<file path="config.mk">
export PLATFORM = sky130hd
export DESIGN_NAME = logic_axi4_lite_to_avalon_mm_pipelined
export DESIGN_NICKNAME = d
export VERILOG_FILES = /design/src/rtl/logic_axi4_lite_to_avalon_mm_pipelined.sv
export SDC_FILE = /design/constraint.sdc
export NUM_CORES = 1
export LEC_CHECK = 0
export BUFFER_PORTS_ARGS = -buffer_cell sky130_fd_sc_hd__buf_2
export CORE_MARGIN = 1.5
export CORE_UTILIZATION = 60
export DETAILED_ROUTE_END_ITERATION = 12
export GPL_TIMING_DRIVEN = 0
export PLACE_DENSITY = 0.86
export SLEW_MARGIN = 20
export SYNTH_ARGS = -nofsm -noshare
export SYNTH_HDL_FRONTEND = slang
export SYNTH_SLANG_ARGS = --single-unit
</file>
<file path="constraint.sdc">
create_clock -name i_aclk -period 4.7 [get_ports i_aclk]
set_input_delay 0.94 -clock i_aclk [delete_from_list [all_inputs] [get_ports i_aclk]]
set_output_delay 0.94 -clock i_aclk [all_outputs]
set_load 0.01 [all_outputs]
</file>
<file path="src/rtl/logic_axi4_lite_to_avalon_mm_pipelined.sv">
// AXI4-Lite slave to Avalon-MM master bridge: one registered command stage, credit-bounded
// outstanding reads/writes and R/B response FIFOs. Optional: LOGIC_AXI4_LITE_TO_AVALON_MM_PIPELINED_WRITE_RESPONSE_EN
module logic_axi4_lite_to_avalon_mm_pipelined #(
    parameter int DATA_BYTES         = 4,
    parameter int ADDRESS_WIDTH      = 1,
    parameter int MAX_PENDING_READS  = 4,
    parameter int MAX_PENDING_WRITES = 4
) (
    input  logic                      i_aclk,
    input  logic                      i_areset,
    input  logic [ADDRESS_WIDTH-1:0]  i_s_awaddr,
    input  logic                      i_s_awvalid,
    output logic                      o_s_awready,
    input  logic [8*DATA_BYTES-1:0]   i_s_wdata,
    input  logic [DATA_BYTES-1:0]     i_s_wstrb,
    input  logic                      i_s_wvalid,
    output logic                      o_s_wready,
    output logic [1:0]                o_s_bresp,
    output logic                      o_s_bvalid,
    input  logic                      i_s_bready,
    input  logic [ADDRESS_WIDTH-1:0]  i_s_araddr,
    input  logic                      i_s_arvalid,
    output logic                      o_s_arready,
    output logic [8*DATA_BYTES-1:0]   o_s_rdata,
    output logic [1:0]                o_s_rresp,
    output logic                      o_s_rvalid,
    input  logic                      i_s_rready,
    output logic                      o_m_read,
    output logic                      o_m_write,
    output logic [ADDRESS_WIDTH-1:0]  o_m_address,
    output logic [8*DATA_BYTES-1:0]   o_m_writedata,
    output logic [DATA_BYTES-1:0]     o_m_byteenable,
    input  logic                      i_m_waitrequest,
    input  logic [8*DATA_BYTES-1:0]   i_m_readdata,
    input  logic                      i_m_readdatavalid,
    input  logic [1:0]                i_m_response,
    input  logic                      i_m_writeresponsevalid
);
    localparam int DW  = 8 * DATA_BYTES;
    localparam int RCW = $clog2(MAX_PENDING_READS + 1);
    localparam int WCW = $clog2(MAX_PENDING_WRITES + 1);
    localparam int RPW = (MAX_PENDING_READS > 1) ? $clog2(MAX_PENDING_READS) : 1;
    localparam int WPW = (MAX_PENDING_WRITES > 1) ? $clog2(MAX_PENDING_WRITES) : 1;
    localparam logic [RCW-1:0] R_MAX  = RCW'(MAX_PENDING_READS);
    localparam logic [WCW-1:0] W_MAX  = WCW'(MAX_PENDING_WRITES);
    localparam logic [RPW-1:0] R_LAST = RPW'(MAX_PENDING_READS - 1);
    localparam logic [WPW-1:0] W_LAST = WPW'(MAX_PENDING_WRITES - 1);

    function automatic logic [1:0] map_resp(input logic [1:0] avl);
        case (avl)
            2'b00:   map_resp = 2'b00;
            2'b11:   map_resp = 2'b11;
            default: map_resp = 2'b10;
        endcase
    endfunction

    logic                     r_read, r_write, r_prio_wr;
    logic [ADDRESS_WIDTH-1:0] r_address;
    logic [DW-1:0]            r_writedata;
    logic [DATA_BYTES-1:0]    r_byteenable;
    logic [RCW-1:0]           r_pend_r, r_rf_cnt;
    logic [WCW-1:0]           r_pend_w, r_bf_cnt;
    logic [DW+1:0]            r_rf_mem [MAX_PENDING_READS];
    logic [1:0]               r_bf_mem [MAX_PENDING_WRITES];
    logic [RPW-1:0]           r_rf_wptr, r_rf_rptr;
    logic [WPW-1:0]           r_bf_wptr, r_bf_rptr;

    logic w_cmd_free, w_wr_cand, w_rd_cand, w_contested;
    logic w_wr_grant, w_rd_grant;
    logic w_r_push, w_r_pop, w_b_push, w_b_pop;
    logic [1:0] w_b_data;

    assign w_cmd_free  = ~(r_read | r_write) | ~i_m_waitrequest;
    assign w_wr_cand   = i_s_awvalid & i_s_wvalid & (r_pend_w < W_MAX);
    assign w_rd_cand   = i_s_arvalid & (r_pend_r < R_MAX);
    assign w_contested = w_cmd_free & w_wr_cand & w_rd_cand & ~i_areset;

    // Grant one request per free command slot; ties go to the current priority side
    always_comb begin
        w_wr_grant = 1'b0;
        w_rd_grant = 1'b0;
        if (w_cmd_free && !i_areset) begin
            if (w_wr_cand && w_rd_cand) begin
                w_wr_grant = r_prio_wr;
                w_rd_grant = ~r_prio_wr;
            end else begin
                w_wr_grant = w_wr_cand;
                w_rd_grant = w_rd_cand;
            end
        end else begin
            w_wr_grant = 1'b0;
            w_rd_grant = 1'b0;
        end
    end

    assign o_s_awready    = w_wr_grant;
    assign o_s_wready     = w_wr_grant;
    assign o_s_arready    = w_rd_grant;
    assign o_m_read       = r_read;
    assign o_m_write      = r_write;
    assign o_m_address    = r_address;
    assign o_m_writedata  = r_writedata;
    assign o_m_byteenable = r_byteenable;

    assign o_s_rvalid = (r_rf_cnt != {RCW{1'b0}});
    assign o_s_rdata  = r_rf_mem[r_rf_rptr][DW+1:2];
    assign o_s_rresp  = r_rf_mem[r_rf_rptr][1:0];
    assign o_s_bvalid = (r_bf_cnt != {WCW{1'b0}});
    assign o_s_bresp  = r_bf_mem[r_bf_rptr];

    // Responses with no matching outstanding request (e.g. stale after reset) are dropped
    assign w_r_push = i_m_readdatavalid & (r_pend_r != {RCW{1'b0}}) & (r_rf_cnt != R_MAX);
    assign w_r_pop  = o_s_rvalid & i_s_rready;
    assign w_b_pop  = o_s_bvalid & i_s_bready;
`ifdef LOGIC_AXI4_LITE_TO_AVALON_MM_PIPELINED_WRITE_RESPONSE_EN
    assign w_b_push = i_m_writeresponsevalid & (r_pend_w != {WCW{1'b0}}) & (r_bf_cnt != W_MAX);
    assign w_b_data = map_resp(i_m_response);
`else
    logic w_unused_wrv;
    assign w_unused_wrv = i_m_writeresponsevalid;
    assign w_b_push = r_write & ~i_m_waitrequest & (r_bf_cnt != W_MAX);
    assign w_b_data = 2'b00;
`endif

    // Command stage: reload whenever the held command is gone or being accepted
    always_ff @(posedge i_aclk) begin
        if (i_areset) begin
            r_read       <= 1'b0;
            r_write      <= 1'b0;
            r_address    <= {ADDRESS_WIDTH{1'b0}};
            r_writedata  <= {DW{1'b0}};
            r_byteenable <= {DATA_BYTES{1'b0}};
        end else if (w_cmd_free) begin
            if (w_wr_grant) begin
                r_read       <= 1'b0;
                r_write      <= 1'b1;
                r_address    <= i_s_awaddr;
                r_writedata  <= i_s_wdata;
                r_byteenable <= i_s_wstrb;
            end else if (w_rd_grant) begin
                r_read       <= 1'b1;
                r_write      <= 1'b0;
                r_address    <= i_s_araddr;
                r_writedata  <= {DW{1'b0}};
                r_byteenable <= {DATA_BYTES{1'b1}};
            end else begin
                r_read  <= 1'b0;
                r_write <= 1'b0;
            end
        end
    end

    // Round-robin flag flips only on contested grants
    always_ff @(posedge i_aclk) begin
        if (i_areset)
            r_prio_wr <= 1'b1;
        else if (w_contested)
            r_prio_wr <= ~r_prio_wr;
    end

    // Credit counters and FIFO occupancy
    always_ff @(posedge i_aclk) begin
        if (i_areset) begin
            r_pend_r <= {RCW{1'b0}};
            r_pend_w <= {WCW{1'b0}};
            r_rf_cnt <= {RCW{1'b0}};
            r_bf_cnt <= {WCW{1'b0}};
        end else begin
            case ({w_rd_grant, w_r_pop})
                2'b10:   r_pend_r <= r_pend_r + RCW'(1);
                2'b01:   r_pend_r <= r_pend_r - RCW'(1);
                default: r_pend_r <= r_pend_r;
            endcase
            case ({w_wr_grant, w_b_pop})
                2'b10:   r_pend_w <= r_pend_w + WCW'(1);
                2'b01:   r_pend_w <= r_pend_w - WCW'(1);
                default: r_pend_w <= r_pend_w;
            endcase
            case ({w_r_push, w_r_pop})
                2'b10:   r_rf_cnt <= r_rf_cnt + RCW'(1);
                2'b01:   r_rf_cnt <= r_rf_cnt - RCW'(1);
                default: r_rf_cnt <= r_rf_cnt;
            endcase
            case ({w_b_push, w_b_pop})
                2'b10:   r_bf_cnt <= r_bf_cnt + WCW'(1);
                2'b01:   r_bf_cnt <= r_bf_cnt - WCW'(1);
                default: r_bf_cnt <= r_bf_cnt;
            endcase
        end
    end

    // R FIFO storage and pointers
    always_ff @(posedge i_aclk) begin
        if (i_areset) begin
            for (int i = 0; i < MAX_PENDING_READS; i++)
                r_rf_mem[i] <= {(DW+2){1'b0}};
            r_rf_wptr <= {RPW{1'b0}};
            r_rf_rptr <= {RPW{1'b0}};
        end else begin
            if (w_r_push) begin
                r_rf_mem[r_rf_wptr] <= {i_m_readdata, map_resp(i_m_response)};
                r_rf_wptr <= (r_rf_wptr == R_LAST) ? {RPW{1'b0}} : r_rf_wptr + RPW'(1);
            end
            if (w_r_pop)
                r_rf_rptr <= (r_rf_rptr == R_LAST) ? {RPW{1'b0}} : r_rf_rptr + RPW'(1);
        end
    end

    // B FIFO storage and pointers
    always_ff @(posedge i_aclk) begin
        if (i_areset) begin
            for (int i = 0; i < MAX_PENDING_WRITES; i++)
                r_bf_mem[i] <= 2'b00;
            r_bf_wptr <= {WPW{1'b0}};
            r_bf_rptr <= {WPW{1'b0}};
        end else begin
            if (w_b_push) begin
                r_bf_mem[r_bf_wptr] <= w_b_data;
                r_bf_wptr <= (r_bf_wptr == W_LAST) ? {WPW{1'b0}} : r_bf_wptr + WPW'(1);
            end
            if (w_b_pop)
                r_bf_rptr <= (r_bf_rptr == W_LAST) ? {WPW{1'b0}} : r_bf_rptr + WPW'(1);
        end
    end
endmodule

</file>
==> metrics.csv <==
stage;metric;value;unit
status;status;completed;
hold_path;type of the worst min-delay path;reg -> reg;
floorplan;row count;43;
clocking;Worst-path clk slew;0.07;ns
finish;share of layout cells above drive strength 1;39.0;%
sta;Tmin final;3.26;ns
logic_synthesis;Yosys reg bits;194;
logic_synthesis;part of the Yosys area used for sequential elements;62.2;%
logic_synthesis;Yosys top cell area share;48.4;%
sta;Least-Margin Pin Slew;0.961;ns
run;Max Cap Violations;0;
logic_synthesis;number of synthesized flops with an enable pin;136;
routing;via count;5366;
worst_setup_path;Slowest-stage cell, CP;or4_1;
clocking;clk sink count;194;
pwr;Flop pwr share;46.7;%
grt;total track usage;25.4;%
pwr;Switch Pwr;1190;uW
sta;Hold Violations, Final;0;
logic_synthesis;mean area per synthesized cell;14.4;um^2
placed_design;Detailed Place HPWL;12000;um
routing;final WL;17800;um
clocking;post-CTS setup buffers;0;
pwr;Comb pwr share;20.5;%
routing;WL per Instance;18.5;um
logic_synthesis;synthesized area;8440;um^2
pwr;Lkg Pwr;0.00412;uW
hold_path;WHS Path Cells;2;
clocking;CTS tree;yes;
floorplan;die height;122;um
sta;Sum Neg Setup Slack;0;ns
pwr;switch share;27.0;%
routing;ANT nets after route;0;
finish;commonest non-fill, non-tap cell in the layout;buf_2;
worst_setup_path;most frequent CP cell;buf_4;
placed_design;RD Place Congestion;0.789;
worst_setup_path;r2r endpoint;r_rf_mem[0][29]$_SDFFCE_PN0P_;
worst_setup_path;Worst Path Required;3.76;ns
routing;vias per std cell;5.58;
finish;most frequent cells in the layout;164 x buf_2, 136 x edfxtp_1, 101 x and2_1, 58 x dfxtp_1, 44 x nor2_1;
routing;DRT Pass-1 Iters;5;
logic_synthesis;Ys Warns;0;
worst_setup_path;r2r setup slk;2.15;ns
routing;Remaining DRCs;0;
floorplan;Die Wd;122;um
finish;# nets final;858;
finish;P&R area growth vs syn;20.0;%
routing;starting DRC count in detailed routing;324;
placed_design;placed cell areas;9520;um^2
worst_setup_path;startpoint types;primary input;
grt;GRT overflow;0;
sta;Worst Clk Skew;0.00736;ns
logic_synthesis;top cells by area, synth;edfxtp_1 48%, dfxtp_1 14%, mux4_2 9.1%, and2_1 7.5%, and2_4 3.1%;
placed_design;IO Port Bufs;157;
pwr;P_int;3220;uW
floorplan;starting density of the core;61.0;%
sta;Worst slew margin;35.9;%
floorplan;Core Region;13800;um^2
hold_path;HP Start;r_rf_rptr[1]$_SDFFE_PP0N_;
worst_setup_path;Critical Path AT;2.32;ns
clocking;clk root buf;clkbuf_16;
floorplan;die area;14800;um^2
pwr;Pwr per Cell Area;436;nW/um^2
clocking;TritonCTS Buffers;17;
worst_setup_path;CP Capture Type;output port;
logic_synthesis;asr flop ratio synth;0;%
worst_setup_path;Worst path max stage delay;0.55;ns
hold_path;hold endpoint;r_rf_rptr[1]$_SDFFE_PP0N_;
clocking;PostCTS Resize Cnt;0;
clocking;cts-stage hold buffer count;0;
clocking;clock insertion delay at the later pin of the skew report;0.43;ns
sta;RSZ-0062 raised after global routing;false;
logic_synthesis;Mapped Cells;586;
worst_setup_path;crit path cell chain;clkbuf_1, or4_1, buf_4, clkinv_8, buf_8, buf_4, buf_2;
sta;f_max;307;MHz
logic_synthesis;count of different cell masters after synthesis;48;
finish;Fill cells;878;
finish;Final Cell Area;10100;um^2
grt;first-pass GRT wire length;27900;um
worst_setup_path;worst r2r src;r_pend_r[2]$_SDFFE_PP0P_;
pwr;peak supply drop;0.238;mV
sta;Final Max Tran Viols;0;
logic_synthesis;most common flop cell mapped by yosys;edfxtp_1;
grt;pin count of the biggest net entering global routing;35;
pwr;clock share of power;32.8;%
clocking;CTS max path bufs;2;
floorplan;number of I/O pins;162;
worst_setup_path;reg2reg path depth;4;
grt;initial antenna violation count;2;
sta;Final period util;69.3;%
clocking;CTS H-tree lvls;4;
grt;vias in the first global route;5591;
worst_setup_path;Max FO, Critical Path;11;
worst_setup_path;Crit Path Class;in -> out;
sta;final setup fails;0;
logic_synthesis;Yosys top cell by area;edfxtp_1;
## sequential cells by signal, summed over array words and instances, names as in the netlist, named ones only
signal and count:
r_rf_cnt 3, r_pend_w 3, r_rf_wptr 2, r_bf_cnt 3, r_rf_rptr 2, r_prio_wr 1, o_m_write 1, o_m_writedata 32
r_rf_mem 136, r_pend_r 3, o_m_address 1, o_m_read 1, o_m_byteenable 4
## cell families (layout without fill, tap and decap cells)
| kind of cell | count (synthesis) | count (layout) | share of synthesized area (%) |
|---|---|---|---|
| mux | 38 | 38 | 9.55 |
| other cells | 1 | 4 | 0.0444 |
| buf+inv | 56 | 248 | 4.12 |
| fa+ha+maj | 10 | 10 | 1.84 |
| flops | 194 | 194 | 62.2 |
| compound gates | 58 | 58 | 5.13 |
| simple gates | 220 | 220 | 16.2 |
| xor+xnor | 9 | 9 | 0.934 |
## worst max path at each step
stage             start                       endpoint  slack, ns  cells past startpoint
2_1_floorplan  i_areset                     o_s_wready       1.65                      6
3_3_place_gp   i_areset   r_rf_mem[1][8]$_SDFFCE_PN0P_       0.99                      5
3_5_place_dp   i_areset  r_rf_mem[0][24]$_SDFFCE_PN0P_       1.39                      4
4_1_cts        i_areset                     o_s_wready       1.42                      7
5_1_grt        i_areset                     o_s_wready       1.38                      7
6_report       i_areset                     o_s_wready       1.44                      7
## Yosys cell counts, drive strengths merged, types with 7 or more instances
master,n
buf,25
dfxtp,58
and2,131
inv,15
a22oi,32
nor2,52
clkbuf,15
edfxtp,136
or3,7
mux4,34
a21oi,11
xor2,7
## worst max-delay path: cells and delay by family
kind / cells / cell delay [ns]
simple gates: 1 / 0.55
buf+inv: 6 / 0.81
## layout make-up
cell class | instances | area [um^2] | area share, %
Sequential cell | 194 | 5250 | 51.8
Multi-Input combinational cell | 337 | 2850 | 28.2
Timing Repair Buffer | 160 | 846 | 8.35
Clock buffer | 22 | 519 | 5.13
Buffer | 40 | 275 | 2.72
Tap cell | 180 | 225 | 2.22
Clock inverter | 10 | 83.8 | 0.828
Inverter | 16 | 72.6 | 0.717
Antenna cell | 2 | 5.00 | 0.0494
## power groups by stage
stage	combinational, uW	clock, uW	sequential (uW)
final	906	1450	2060
after global routing	989	1520	2080
after floorplan	601	0	2090
after CTS	919	1460	2060
after global placement	872	0	2090
after detailed placement	913	0	2100
## layer usage
metal / global-route usage (%) / up-vias / share of wire (%)
li1: - / 2467 / -
met1: 29.7 / 2650 / 39
met2: 45.4 / 218 / 52
met3: 6.18 / 31 / 6.6
met4: 9.41 / 0 / 1.8
met5: 0 / - / 0
## stage by stage
stage,hold WS [ns],util [%],worst slack [ns],power (uW),std cells
final,0.484,73.2,1.44,4420,961
after global routing,0.499,73.2,1.38,4590,959
after CTS,0.486,73.2,1.42,4440,959
after detailed placement,0.477,68.8,1.39,3010,927
after global placement,0.464,68.4,0.992,2960,924
after floorplan,0.454,-,1.65,2690,587
No activity file was read; power rests on OpenSTA's default activity.
